===== src/rtl/mac_job_scheduler.sv =====
// mac_job_scheduler: lends one sequential MulAndAcc to one of two
// requesters for a whole dot-product job and returns the 16-bit sum.
module mac_job_scheduler #(
  parameter int LEN_W       = 8,
  parameter int TIMEOUT_CYC = 64
) (
  input  logic               sch_clk_i,
  input  logic               sch_reset_i,
  input  logic [1:0]         req_i,
  input  logic [2*LEN_W-1:0] len_i,
  output logic [1:0]         gnt_o,
  input  logic [1:0]         op_valid_i,
  input  logic [9:0]         multiplicand_i,
  input  logic [9:0]         multiplier_i,
  output logic [1:0]         op_ready_o,
  output logic [1:0]         done_o,
  output logic [15:0]        result_o,
  output logic               busy_o,
  output logic               timeout_o,
  output logic [4:0]         mac_multiplicand_o,
  output logic [4:0]         mac_multiplier_o,
  output logic               mac_nreset_o,
  input  logic               mac_fetching_input_i,
  input  logic               mac_updating_acc_result_i,
  input  logic [15:0]        mac_result_i
);

  localparam int WD_W = $clog2(TIMEOUT_CYC + 1);

  typedef enum logic [2:0] {
    IDLE, CLEAR, FEED, DRAIN, DONE
  } state_t;

  state_t state, state_n;

  logic             owner;
  logic             rr;
  logic [LEN_W-1:0] len;
  logic [LEN_W-1:0] issued;
  logic [LEN_W-1:0] completed;
  logic [1:0]       tag, tag_n;
  logic [1:0]       cnt, cnt_n;
  logic [WD_W-1:0]  wd;

  logic       win;
  logic       own_valid;
  logic [4:0] own_a;
  logic [4:0] own_b;
  logic       more;
  logic       offer;
  logic       xfer;
  logic       track;
  logic       push;
  logic       pop;
  logic       pop_real;
  logic       real_fly;
  logic       wd_run;
  logic       wd_hit;
  logic       last_done;

  assign win       = (req_i == 2'b11) ? ~rr : req_i[1];
  assign own_valid = owner ? op_valid_i[1] : op_valid_i[0];
  assign own_a     = owner ? multiplicand_i[9:5] : multiplicand_i[4:0];
  assign own_b     = owner ? multiplier_i[9:5] : multiplier_i[4:0];
  assign more      = issued < len;
  assign offer     = (state == FEED) & own_valid & more;
  assign xfer      = offer & mac_fetching_input_i;
  assign track     = (state == FEED) | (state == DRAIN);
  assign push      = track & mac_fetching_input_i;
  assign pop       = track & mac_updating_acc_result_i & (cnt != 2'd0);
  assign pop_real  = pop & tag[0];
  assign real_fly  = ((cnt != 2'd0) & tag[0]) | ((cnt == 2'd2) & tag[1]);
  assign wd_run    = track & real_fly & ~pop;
  assign wd_hit    = wd_run & (wd == WD_W'(TIMEOUT_CYC - 1));
  assign last_done = (state == DRAIN)
                   & ((completed + LEN_W'(pop_real)) == len);

  // In-flight tags: bit 0 is the oldest fetch, 1 = real pair, 0 = zero fill
  always_comb begin
    tag_n = tag;
    cnt_n = cnt;
    if (pop) begin
      tag_n = {1'b0, tag[1]};
      cnt_n = cnt - 2'd1;
    end
    if (push && cnt_n != 2'd2) begin
      tag_n[cnt_n[0]] = xfer;
      cnt_n = cnt_n + 2'd1;
    end
  end

  always_ff @(posedge sch_clk_i) begin
    if (sch_reset_i) state <= IDLE;
    else             state <= state_n;
  end

  always_comb begin
    state_n = state;
    unique case (state)
      IDLE:  if (req_i != 2'b00) state_n = CLEAR;
      CLEAR: state_n = (len == '0) ? DONE : FEED;
      FEED: begin
        if (wd_hit)
          state_n = IDLE;
        else if (xfer && (issued + LEN_W'(1)) == len)
          state_n = DRAIN;
      end
      DRAIN: begin
        if (wd_hit)         state_n = IDLE;
        else if (last_done) state_n = DONE;
      end
      DONE:    state_n = IDLE;
      default: state_n = IDLE;
    endcase
  end

  always_comb begin
    busy_o             = state != IDLE;
    mac_nreset_o       = ~(sch_reset_i | (state == CLEAR));
    op_ready_o         = owner ? {xfer, 1'b0} : {1'b0, xfer};
    mac_multiplicand_o = offer ? own_a : 5'd0;
    mac_multiplier_o   = offer ? own_b : 5'd0;
  end

  always_ff @(posedge sch_clk_i) begin
    if (sch_reset_i) begin
      gnt_o     <= 2'b00;
      done_o    <= 2'b00;
      result_o  <= 16'd0;
      timeout_o <= 1'b0;
      rr        <= 1'b1;
      owner     <= 1'b0;
      len       <= '0;
      issued    <= '0;
      completed <= '0;
      tag       <= 2'b00;
      cnt       <= 2'd0;
      wd        <= '0;
    end else begin
      done_o <= 2'b00;
      if (state == IDLE && req_i != 2'b00) begin
        owner <= win;
        rr    <= win;
        gnt_o <= win ? 2'b10 : 2'b01;
        len   <= win ? len_i[2*LEN_W-1:LEN_W] : len_i[LEN_W-1:0];
      end
      if (state == CLEAR) begin
        issued    <= '0;
        completed <= '0;
        tag       <= 2'b00;
        cnt       <= 2'd0;
        wd        <= '0;
      end else begin
        if (xfer)     issued    <= issued + LEN_W'(1);
        if (pop_real) completed <= completed + LEN_W'(1);
        tag <= tag_n;
        cnt <= cnt_n;
        if (pop)         wd <= '0;
        else if (wd_run) wd <= wd + WD_W'(1);
      end
      if (state == DONE || wd_hit) begin
        done_o <= gnt_o;
        gnt_o  <= 2'b00;
      end
      if (state == DONE) result_o  <= mac_result_i;
      if (wd_hit)        timeout_o <= 1'b1;
    end
  end

endmodule

===== config.mk =====
export PLATFORM = sky130hd
export DESIGN_NAME = mac_job_scheduler
export DESIGN_NICKNAME = d
export VERILOG_FILES = /design/src/rtl/mac_job_scheduler.sv
export SDC_FILE = /design/constraint.sdc
export NUM_CORES = 1
export LEC_CHECK = 0
export BUFFER_PORTS_ARGS = -buffer_cell sky130_fd_sc_hd__buf_2
export CORE_MARGIN = 2
export CORE_UTILIZATION = 40
export DETAILED_ROUTE_END_ITERATION = 10
export GPL_TIMING_DRIVEN = 0
export PLACE_DENSITY = 0.62
export SYNTH_ARGS = -nofsm -noshare
export SYNTH_HDL_FRONTEND = slang
export SYNTH_SLANG_ARGS = --single-unit
export TNS_END_PERCENT = 5

===== constraint.sdc =====
create_clock -name sch_clk_i -period 6.33 [get_ports sch_clk_i]
set_input_delay 1.266 -clock sch_clk_i [delete_from_list [all_inputs] [get_ports sch_clk_i]]
set_output_delay 1.266 -clock sch_clk_i [all_outputs]
set_load 0.02 [all_outputs]

* Word level (Yosys, flattened, before mapping)
Index checks and enable logic that the tools add are counted.
** Storage, ports and cells
- Output and inout port bits :: 35
- Bits in registers :: 61
** Cells by class
- Equal/unequal tests :: 13
- Order comparisons :: 3
- Reductions and logical operators :: 15
- Bitwise gates (word level) :: 20
- Multiplexer cells :: 23
- Add/sub/neg operators :: 6
** Operator list (count)
- $mux W5 :: 4
- $mux W3 :: 6
- $add A8 B1 Y8 const B :: 2
- $eq A8 B8 Y1 :: 2
- $and A1 B1 Y1 :: 13
- $mux W2 :: 6
- $pmux W3 S4 :: 1
- $add A8 B1 Y8 :: 1
- $logic_not A8 Y1 :: 1
- $lt A8 B8 Y1 :: 1
- $mux W8 :: 1
- $add A7 B1 Y7 const B :: 1
- $eq A7 B6 Y1 const B :: 1
- $eq A3 B2 Y1 const B :: 2
- $reduce_or A2 Y1 :: 3
- $eq A2 B2 Y1 const B :: 2
- $logic_and A1 B1 Y1 :: 4
- $ne A2 B2 Y1 const B :: 2
- $not A1 Y1 :: 4
- $reduce_bool A2 Y1 :: 2
- $eq A3 B1 Y1 const B :: 1
- $eq A3 B3 Y1 const B :: 1
- $logic_not A3 Y1 :: 1
- $mux W1 :: 3
- 13 further kinds :: 15

* Logic depth before layout (Yosys ltp)
Gate-level depths: netlist of the first run.
- Depth in word-level cells :: 11
- Gate-level depth with buffers :: 13
- Mapped depth without buffers :: 12

* Worst setup path after synthesis of the first run
OpenSTA, ideal clock, no wires.
- Kind :: input to output
- From :: in op_valid_i[1]
- To :: out op_ready_o[0]
- Path slack :: 2.483 ns
- Stages :: 4
- Arrival :: 2.581 ns
- Required time :: 5.064 ns
- Path through :: mux2i_1 > or4_4 > buf_6 > nor4_1
** On the way
- Word-level cells in the longest chain between the ends :: 5
** RTL lines
- start: declaration :: RTL line 12 : input logic [1:0] op_valid_i,
- $mux W1 :: RTL line 62 : assign own_valid = owner ? op_valid_i[1] : op_valid_i[0];
- $and A1 B1 Y1 (2 in a row) :: RTL line 66 : assign offer = (state == FEED) & own_valid & more;
- $and A1 B1 Y1 :: RTL line 67 : assign xfer = offer & mac_fetching_input_i;
- $mux W2 :: RTL line 120 : op_ready_o = owner ? {xfer, 1'b0} : {1'b0, xfer};
- end: declaration :: RTL line 15 : output logic [1:0] op_ready_o,
No other way between the ends.

* Final worst setup path of the first run
- From :: in op_valid_i[1]
- To :: out op_ready_o[1]
Same word-level chain as after synthesis.

==> results of run 1 <==
==> metrics by stage <==
step | util [%] | total power [mW] | cells
after floorplan | - | 0.621 | 408
after global placement | 48.7 | 0.697 | 606
after detailed placement | 48.7 | 0.703 | 606
after CTS | 51.7 | 1.14 | 622
after global routing | 51.7 | 1.19 | 622
final | 51.7 | 1.12 | 622
==> cells in the mapped netlist, types with 2 or more instances <==
master,instances
sky130_fd_sc_hd__dfxtp_1,61
sky130_fd_sc_hd__nand2_1,52
sky130_fd_sc_hd__nor2_1,49
sky130_fd_sc_hd__a21oi_1,33
sky130_fd_sc_hd__mux2i_1,25
sky130_fd_sc_hd__xnor2_1,19
sky130_fd_sc_hd__xor2_1,19
sky130_fd_sc_hd__inv_1,17
sky130_fd_sc_hd__ha_1,16
sky130_fd_sc_hd__clkbuf_1,13
sky130_fd_sc_hd__a211oi_1,11
sky130_fd_sc_hd__nand4_1,10
sky130_fd_sc_hd__nand3_1,8
sky130_fd_sc_hd__and2_1,7
sky130_fd_sc_hd__and3_1,7
sky130_fd_sc_hd__and4_1,5
sky130_fd_sc_hd__nand2b_1,5
sky130_fd_sc_hd__nor4_1,5
sky130_fd_sc_hd__o21ai_0,4
sky130_fd_sc_hd__buf_2,3
sky130_fd_sc_hd__nor2b_1,3
sky130_fd_sc_hd__o211ai_1,3
sky130_fd_sc_hd__o21bai_1,3
sky130_fd_sc_hd__a2111oi_0,2
sky130_fd_sc_hd__a21boi_0,2
sky130_fd_sc_hd__a21o_1,2
sky130_fd_sc_hd__a31o_1,2
sky130_fd_sc_hd__nor3_1,2
sky130_fd_sc_hd__o21ai_1,2
sky130_fd_sc_hd__or4b_1,2
==> where the power goes <==
group	internal, mW	leakage, nW	switching (mW)
logic	0.105	1.22	0.147
clock network	0.263	0.116	0.168
registers	0.408	0.495	0.0336
==> cells by family (layout without fill, tap and decap cells) <==
family                     after synthesis  count (layout)  share of synthesized area, %
xor gates and xnor gates                38              38                          9.79
adders and majority gates               16              16                          5.89
muxes                                   25              25                          7.36
DFF                                     61              61                          35.9
and+or+nand+nor                        164             164                          24.1
AOI/OAI and AO/OA                       69              69                          12.8
buffers and inverters                   35             144                          4.19
==> worst max path at each step <==
stage	from	end	cells after the start
after floorplan	op_valid_i[1]	op_ready_o[0]	4
after global placement	op_valid_i[1]	op_ready_o[1]	7
after detailed placement	op_valid_i[1]	op_ready_o[1]	7
after CTS	op_valid_i[1]	op_ready_o[1]	7
after global routing	len[5]	mac_multiplier_o[4]	8
final	op_valid_i[1]	op_ready_o[1]	7
==> sequential cells by signal (all words and copies together) (netlist names) <==
register,cells
state,3
gnt_o,2
done_o,2
timeout_o,1
tag,2
cnt,2
issued,8
wd,7
rr,1
result_o,16
owner,1
len,8
completed,8
==> critical path, cell delays in order <==
cell and delay [ns]:
sky130_fd_sc_hd__buf_2 0.07, sky130_fd_sc_hd__mux2i_1 0.07, sky130_fd_sc_hd__or4_4 0.42, sky130_fd_sc_hd__buf_6 0.15, sky130_fd_sc_hd__nor3_4 0.42, sky130_fd_sc_hd__and2_1 0.19, sky130_fd_sc_hd__buf_2 0.16
==> routing by layer <==
metal | share of wire, % | vias up | track usage (%)
li1 | - | 1626 | -
met1 | 46 | 1416 | 24.4
met2 | 45 | 102 | 29.5
met3 | 7.0 | 10 | 3.92
met4 | 2.0 | 0 | 9.76
met5 | 0 | - | 0
==> cell type report <==
class	count	area share [%]
Buffer	18	1.86
Clock buffer	9	2.92
Sequential cell	61	28.8
Timing Repair Buffer	93	11.0
Multi-Input combinational cell	312	48.0
Inverter	17	1.50
Clock inverter	7	2.89
Tap cell	105	3.10
==> run metrics, run 1 <==
die span in y=96.2 um; number of library cell types mapped by synthesis=46; final antenna diode count=0; sort of element at the end of the critical path=primary output; CTS clk-pin slew, worst paths=0.08 ns; most used flip-flop cell after synthesis=sky130_fd_sc_hd__dfxtp_1; TritonCTS sink count=61; register-to-register path setup slack=3.29 ns; class of the tightest hold or removal check=register to register; final setup margin=2.31 ns; combined flip-flop and latch cell area=0.00122 mm2; count of unresolved DRC violations after routing=0; number of enable flip-flop cells after synthesis=0; Hold WS=0.447 ns; initial core utilization=41.4%; fraction of synthesis flops using an asynchronous set or reset pin=0%; clk root buf=sky130_fd_sc_hd__clkbuf_8; post-synthesis net count=484; r2r worst-path depth=12; number of DRC violations after detailed-routing iteration 0=111; WP data required=5.06 ns; number of optimization iterations in the first detailed-route pass=4; commonest cells after routing, fill and taps aside=sky130_fd_sc_hd__buf_2 (96), sky130_fd_sc_hd__dfxtp_1 (61), sky130_fd_sc_hd__nand2_1 (52); fraction of the yosys area taken by sequential cells=35.9%; YS warnings=0; number of setup buffers added after CTS=0; cells taking the most area after synthesis=sky130_fd_sc_hd__dfxtp_1 (36%), sky130_fd_sc_hd__mux2i_1 (7.4%), sky130_fd_sc_hd__ha_1 (5.9%); GRT Resource Usage Total=18.9%; row count=33; Slew HR=54.1%; endpoint of the worst hold-timing path=timeout_o; # fillers=772; routed vias=3154; Bufs on Longest Clock Path=2; via count of the first global-routing pass=2937; cell depth of the worst hold path=2; count of nets left with antenna violations after detail routing=0; final wirelength=8130 um; Synth Register Bits=61; destination of the worst register-to-register timing path=state[2]; wire length of the first global-routing pass=13500 um; clock skew after layout=0.0103 ns; Critical Path Start Type=input pin; CTS tree=built; Top Ports=95; layout cell share with drive strength beyond 1=23.2%; area of the core=0.00822 mm2; setup TNS=0 ns; final weighted congestion of routability-driven global placement=0.774; horizontal extent of the die=96.2 um; areal power density over the cells=265 mW/mm2; min Tclk post-route=4.02 ns; worst setup path class=input pin to primary output; area added between synthesis and finish=24.8%; outcome=completed; per-cell routed wire length=13.1 um; setup repair after global routing missed its margin=no; clock latency reported for the late side of the worst-skew pair=0.34 ns; number of input and output port buffers inserted=93; cells resized by post-CTS repair=0; worst hold start=timeout_o; count of pins over their slew limit=0; Design Area, Final=0.00424 mm2; pin count of the biggest net entering global routing=13; actual transition at the worst max-transition pin=0.689 ns; Peak VDD IR=208 uV; Mapped Cells=408; post-route clock period utilization=63.5%; leakage power=1.83 nW; Inserted Clock Buffers=9; largest fanout of any net on the critical path=10; total gr overflow=0; data arrival time of the critical path=2.75 ns; initial antenna violation count=0; portion of synthesized cell area occupied by the leading cell type=35.9%; Mean Syn Cell Area=8.34 um2; Final setup viols=0; area occupied by multi-input gates=0.00204 mm2; f_max=249 MHz; post-place setup slack=2.26 ns; CTS H-Tree Depth=3; detailed-placement wirelength estimate=6280 um; library cell with the largest summed area after synthesis=sky130_fd_sc_hd__dfxtp_1; hold-fix buffers at CTS=0; DP Area=0.00400 mm2; DIE AREA=0.00926 mm2; maximum capacitance violations=0; R2R Path Start=cnt[0]; Post-layout nets=588; leading cell type in the layout, fill and taps excluded=sky130_fd_sc_hd__buf_2; final hold vios=0; combined area of all synthesized cells=0.00340 mm2; Via-to-Cell Ratio=5.07
(Power assumes the default switching activity.)
==> run 2: changes to the inputs <==
Settings changed: PLACE_DENSITY 0.62 to 0.64.
Clock period 6.33 ns to 3.4 ns, I/O delays scaled along.
==> run 2 against run 1 <==
  * Cell count grew 0.32%
  * Sequential share of layout area is 0.13 points lower
  * Die area stayed put
  * Clock power increased by 86%
  * Worst setup slack got worse by 2.1 ns
  * Routed wire length grew 2.6%
  * Combinational power rose by 90%
  * Core utilization is 0.23 points higher
==> run metrics, run 2 (synthesis gave the netlist of run 1 again) <==
outcome=completed (unchanged); clock skew after layout=0.00747 ns (was 0.0103 ns); data arrival time of the critical path=2.51 ns (was 2.75 ns); number of standard cells in the final layout excluding fillers=624 (was 622); cell depth of the worst hold path=2 (unchanged); count of pins over their slew limit=0 (unchanged); actual transition at the worst max-transition pin=0.721 ns (was 0.689 ns); initial core utilization=41.4% (unchanged); Via-to-Cell Ratio=5.07 (about the same); count of unresolved DRC violations after routing=0 (unchanged); via count of the first global-routing pass=3142 (was 2937); clock latency reported for the late side of the worst-skew pair=0.35 ns (was 0.34 ns); leakage power=1.84 nW (was 1.83 nW); layout cell share with drive strength beyond 1=23.7% (was 23.2%); Bufs on Longest Clock Path=2 (unchanged); die span in y=96.2 um (unchanged); register with the highest flop count=result_o (unchanged); routed vias=3161 (was 3154); post-route clock period utilization=93.8%; areal power density over the cells=492 mW/mm2 (was 265 mW/mm2); commonest cells after routing, fill and taps aside=sky130_fd_sc_hd__buf_2 (96), sky130_fd_sc_hd__dfxtp_1 (61), sky130_fd_sc_hd__nand2_1 (52) (unchanged); register-to-register path setup slack=0.35 ns (was 3.29 ns); WP data required=2.72 ns (was 5.06 ns); final wirelength=8340 um (was 8130 um); number of DRC violations after detailed-routing iteration 0=102 (was 111); Post-layout nets=590 (was 588); final setup margin=0.212 ns (was 2.31 ns); R2R Path Start=cnt[0] (unchanged); min Tclk post-route=3.19 ns; GRT Resource Usage Total=19.1% (was 18.9%); area of the core=0.00822 mm2 (unchanged); Critical Path Start Type=register (was input pin); final weighted congestion of routability-driven global placement=0.802 (was 0.774); row count=33 (unchanged); count of nets left with antenna violations after detail routing=0 (unchanged); Slew HR=51.9% (was 54.1%); r2r worst-path depth=12 (unchanged); setup repair after global routing missed its margin=yes (was no); DP Area=0.00400 mm2 (unchanged); total power of the final layout=2.10 mW (was 1.12 mW); number of optimization iterations in the first detailed-route pass=4 (unchanged); CTS tree=built (unchanged); Peak VDD IR=313 uV (was 208 uV); buffer and inverter count on the worst path=2 (was 3); sequence of cells on the critical path=inv_1 > ha_1 > a21o_1 > a21oi_1 > o21ai_1 > nor3_4 > and2_1 > buf_2 (was buf_2 > mux2i_1 > or4_4 > buf_6 > nor3_4 > and2_1 > buf_2); class of the tightest hold or removal check=register to register (unchanged); final hold vios=0 (unchanged); delay-heaviest family, CP=compound AO/OA/AOI/OAI gates (was simple AND/OR/NAND/NOR gates); final antenna diode count=0 (unchanged); maximum capacitance violations=0 (unchanged); leading cell type in the layout, fill and taps excluded=sky130_fd_sc_hd__buf_2 (unchanged); clk root buf=sky130_fd_sc_hd__clkbuf_8 (unchanged); CTS clk-pin slew, worst paths=0.07 ns (was 0.08 ns); post-place setup slack=0.337 ns (was 2.26 ns); detailed-placement wirelength estimate=6350 um (was 6280 um); f_max=314 MHz; flip-flop count of the largest register, all copies and words added=16 (unchanged); worst setup path class=register to primary output (was input pin to primary output); Top Ports=95 (unchanged); Final setup viols=0 (unchanged); sort of element at the end of the critical path=primary output (unchanged); worst hold start=result_o[5] (was timeout_o); largest incremental delay on the critical path=0.44 ns (was 0.42 ns); pin count of the biggest net entering global routing=13 (unchanged); TritonCTS sink count=61 (unchanged); Design Area, Final=0.00426 mm2 (was 0.00424 mm2); largest fanout of any net on the critical path=6 (was 10); endpoint of the worst hold-timing path=result_o[5] (was timeout_o); Inserted Clock Buffers=9 (unchanged); per-cell routed wire length=13.4 um (was 13.1 um); destination of the worst register-to-register timing path=state[2] (unchanged); area added between synthesis and finish=25.3% (was 24.8%); number of input and output port buffers inserted=93 (unchanged); wire length of the first global-routing pass=13700 um (was 13500 um); horizontal extent of the die=96.2 um (unchanged); DIE AREA=0.00926 mm2 (unchanged); cell with the biggest individual delay on the critical path=sky130_fd_sc_hd__dfxtp_1 (was sky130_fd_sc_hd__or4_4); CTS H-Tree Depth=3 (unchanged); number of instances in the placed design=606 (unchanged); initial antenna violation count=0 (unchanged); total gr overflow=0 (unchanged)
-- run 2: worst max path at each step --
stage	endpoint	slack [ns]	cells after the start	from
after detailed placement	state[2]	0.34	11	mac_updating_acc_result_i
after floorplan	op_ready_o[0]	0.73	4	op_valid_i[1]
final	op_ready_o[1]	0.21	8	len[5]
after global placement	state[2]	0.34	11	mac_updating_acc_result_i
after CTS	op_ready_o[1]	0.08	8	len[5]
after global routing	mac_multiplier_o[2]	-0.006	8	len[6]
-- run 2: worst min-delay path: stages, from the launching register on --
cell                      delay (ns)
sky130_fd_sc_hd__dfxtp_1        0.31
sky130_fd_sc_hd__nand2_1        0.05
sky130_fd_sc_hd__a21oi_1        0.05
-- run 2: cell type report --
class | count | area (um2)
plain buffers | 18 | 78.8
repair buffers | 95 | 480
clock buffers | 9 | 124
flip-flops and latches | 61 | 1220
inverters | 17 | 63.8
fillers | 794 | 3950
well taps | 105 | 131
clock inverters | 7 | 123
multi-input cells | 312 | 2040
-- run 2: per-layer routing --
metal	vias up	global-route usage, %	wire length [um]
met3	15	5.87	637
li1	1628	-	-
met4	0	7.50	163
met5	-	0	0
met2	104	32.6	3780
met1	1414	22.1	3760
-- run 2: what timing repair did --
action / in CTS / in global routing
hold buffers: 0 / 0
buffers inserted: 0 / 2
setup endpoints to repair: 4 / 3
gates resized for setup: 1 / 0
pin swaps: 0 / 1
-- run 2: report_power, final --
group          internal (mW)  switching, mW  leakage, nW
combinational          0.197          0.279         1.23
sequential             0.759         0.0622        0.495
clock                  0.490          0.311        0.116
total                   1.45          0.653         1.84
-- run 2: stage by stage --
step	hold WS [ns]	setup TNS [ns]	utilization, %
floorplan	0.450	0	-
global placement	0.439	0	48.7
detailed placement	0.446	0	48.7
CTS	0.456	0	51.7
global route	0.472	-0.0101	51.9
finish	0.457	0	51.9
==> run 3: changes to the inputs <==
--- a/config.mk
+++ b/config.mk
@@ -7,5 +7,4 @@
 export LEC_CHECK = 0
 export BUFFER_PORTS_ARGS = -buffer_cell sky130_fd_sc_hd__buf_2
-export CORE_MARGIN = 2
 export CORE_UTILIZATION = 40
 export DETAILED_ROUTE_END_ITERATION = 10
==> constraint.sdc (replaced) <==
create_clock -name sch_clk_i -period 3.4 [get_ports sch_clk_i]
set_input_delay 0.51 -clock sch_clk_i [delete_from_list [all_inputs] [get_ports sch_clk_i]]
set_output_delay 0.51 -clock sch_clk_i [all_outputs]
set_load 0.02 [all_outputs]
==> run 3 against run 2 <==
  * Core utilization down 0.17 points
  * Largest power group unchanged
  * Largest cell class unchanged
  * Critical path depth unchanged
  * Clock-buffer cell count unchanged
  * Cell area down 0.32%
  * Cell count down 0.32%
  * Non-clock buffer count down 2
  * Power down 0.11%
  * First-iteration DRC count up 30%
  * Die area down 4.1%
  * Worst setup slack better by 0.073 ns
  * Highest routed layer unchanged
==> run metrics, run 3 (synthesis gave the netlist of run 1 again) <==
area occupied by multi-input gates=0.00204 mm2 (about the same); via count of the first global-routing pass=2971 (was 3142); largest fanout of any net on the critical path=10 (was 6); TritonCTS sink count=61 (unchanged); initial core utilization=41.4% (unchanged); Slew HR=53.9% (was 51.9%); register with the highest flop count=result_o (unchanged); CTS tree=built (unchanged); data arrival time of the critical path=2.61 ns (was 2.51 ns); CTS H-Tree Depth=3 (unchanged); Bufs on Longest Clock Path=2 (unchanged); Inserted Clock Buffers=9 (unchanged); leading cell type in the layout, fill and taps excluded=sky130_fd_sc_hd__buf_2 (unchanged); areal power density over the cells=493 mW/mm2 (was 492 mW/mm2); total gr overflow=0 (unchanged); flip-flop count of the largest register, all copies and words added=16 (unchanged); delay-heaviest family, CP=simple AND/OR/NAND/NOR gates (was compound AO/OA/AOI/OAI gates); Final setup viols=0 (unchanged); initial antenna violation count=0 (unchanged); worst setup path class=register to primary output (unchanged); class of the tightest hold or removal check=input pin to register (was register to register); wire length of the first global-routing pass=13500 um (was 13700 um); largest incremental delay on the critical path=0.44 ns (about the same); count of unresolved DRC violations after routing=0 (unchanged); setup repair after global routing missed its margin=no (was yes); sort of element at the end of the critical path=primary output (unchanged); buffer and inverter count on the worst path=2 (unchanged); number of input and output port buffers inserted=93 (unchanged); combined flip-flop and latch cell area=0.00122 mm2 (unchanged); row count=33 (unchanged); detailed-placement wirelength estimate=6170 um (was 6350 um); number of instances in the placed design=606 (unchanged); routed vias=3149 (was 3161); count of pins over their slew limit=0 (unchanged); clk root buf=sky130_fd_sc_hd__clkbuf_8 (unchanged); Via-to-Cell Ratio=5.06 (was 5.07); Top Ports=95 (unchanged); number of DRC violations after detailed-routing iteration 0=133 (was 102); post-route clock period utilization=91.6% (was 93.8%); count of nets left with antenna violations after detail routing=0 (unchanged); final wirelength=8160 um (was 8340 um); DIE AREA=0.00887 mm2 (was 0.00926 mm2); leakage power=1.83 nW (was 1.84 nW); clock latency reported for the late side of the worst-skew pair=0.34 ns (was 0.35 ns); setup TNS=0 ns (unchanged); CTS clk-pin slew, worst paths=0.07 ns (about the same); WP data required=2.89 ns (was 2.72 ns); pin count of the biggest net entering global routing=13 (unchanged); final hold vios=0 (unchanged); actual transition at the worst max-transition pin=0.691 ns (was 0.721 ns); outcome=completed (unchanged); cell with the biggest individual delay on the critical path=sky130_fd_sc_hd__dfxtp_1 (unchanged); final antenna diode count=0 (unchanged); horizontal extent of the die=94.2 um (was 96.2 um); die span in y=94.2 um (was 96.2 um); sequence of cells on the critical path=inv_1 > ha_1 > a21o_1 > a21oi_1 > o21ai_1 > nor3_4 > and2_1 > buf_2 (unchanged); GRT Resource Usage Total=19.5% (was 19.1%); layout cell share with drive strength beyond 1=23.4% (was 23.7%); number of optimization iterations in the first detailed-route pass=4 (unchanged); area of the core=0.00822 mm2 (unchanged); commonest cells after routing, fill and taps aside=sky130_fd_sc_hd__buf_2 (96), sky130_fd_sc_hd__dfxtp_1 (61), sky130_fd_sc_hd__nand2_1 (52) (unchanged); # fillers=779 (was 794); maximum capacitance violations=0 (unchanged); final weighted congestion of routability-driven global placement=0.831 (was 0.802); f_max=321 MHz (was 314 MHz); area added between synthesis and finish=24.9% (was 25.3%); clock skew after layout=0.00656 ns (was 0.00747 ns); number of setup buffers added after CTS=0 (unchanged); Post-layout nets=588 (was 590); Peak VDD IR=364 uV (was 313 uV); min Tclk post-route=3.12 ns (was 3.19 ns); number of standard cells in the final layout excluding fillers=622 (was 624); per-cell routed wire length=13.1 um (was 13.4 um); Critical Path Start Type=register (unchanged)
## run 3: repair_timing
action	CTS	global route
hold buffers	0	0
resized for setup	0	2
endpoints found under the setup margin	0	7
## run 3: worst paths after layout
| path | from | end | slack (ns) | depth (start not counted) |
|---|---|---|---|---|
| setup reg to reg | cnt[0] | state[2] | 0.32 | 12 |
| hold reg to reg | timeout_o | timeout_o | 0.45 | 2 |
| hold / removal | mac_result_i[13] | result_o[13] | 0.40 | 3 |
| setup / recovery | len[5] | op_ready_o[1] | 0.28 | 8 |
## run 3: report_power, final
part | total, mW | internal, mW | leakage [nW] | switching, mW
registers | 0.820 | 0.759 | 0.495 | 0.0611
logic | 0.476 | 0.196 | 1.22 | 0.280
clock network | 0.801 | 0.490 | 0.116 | 0.310
total | 2.10 | 1.45 | 1.83 | 0.651
## run 3: final cells by class
cell class              count  share of cell area (%)
repair buffers             93                    11.0
flip-flops and latches     61                    28.7
well taps                 105                    3.09
plain buffers              18                    1.86
clock inverters             7                    2.89
inverters                  17                    1.50
clock buffers               9                    2.92
multi-input cells         312                    48.1
## run 3: routing by layer
metal / track usage (%) / vias up / share of wire, %
met3: 5.42 / 7 / 7.2
met5: 0 / - / 0
li1: - / 1624 / -
met4: 6.54 / 0 / 1.2
met1: 24.0 / 1415 / 46
met2: 32.4 / 103 / 46
## run 3: worst min-delay path, cell delays in order
cell and delay [ns]:
sky130_fd_sc_hd__buf_2 0.09, sky130_fd_sc_hd__nand2_1 0.04, sky130_fd_sc_hd__a21oi_1 0.05
## run 3: per-stage QoR
stage / power (mW) / util, % / setup WS (ns) / area (um2) / hold WS, ns
6_report: 2.10 / 51.7 / 0.285 / 4250 / 0.401
5_1_grt: 2.21 / 51.7 / 0.0412 / 4250 / 0.394
4_1_cts: 2.12 / 51.7 / 0.208 / 4240 / 0.388
3_5_place_dp: 1.31 / 48.7 / 0.294 / 4000 / 0.447
3_3_place_gp: 1.30 / 48.7 / 0.416 / 4000 / 0.439
2_1_floorplan: 1.16 / - / 0.778 / 3400 / 0.450
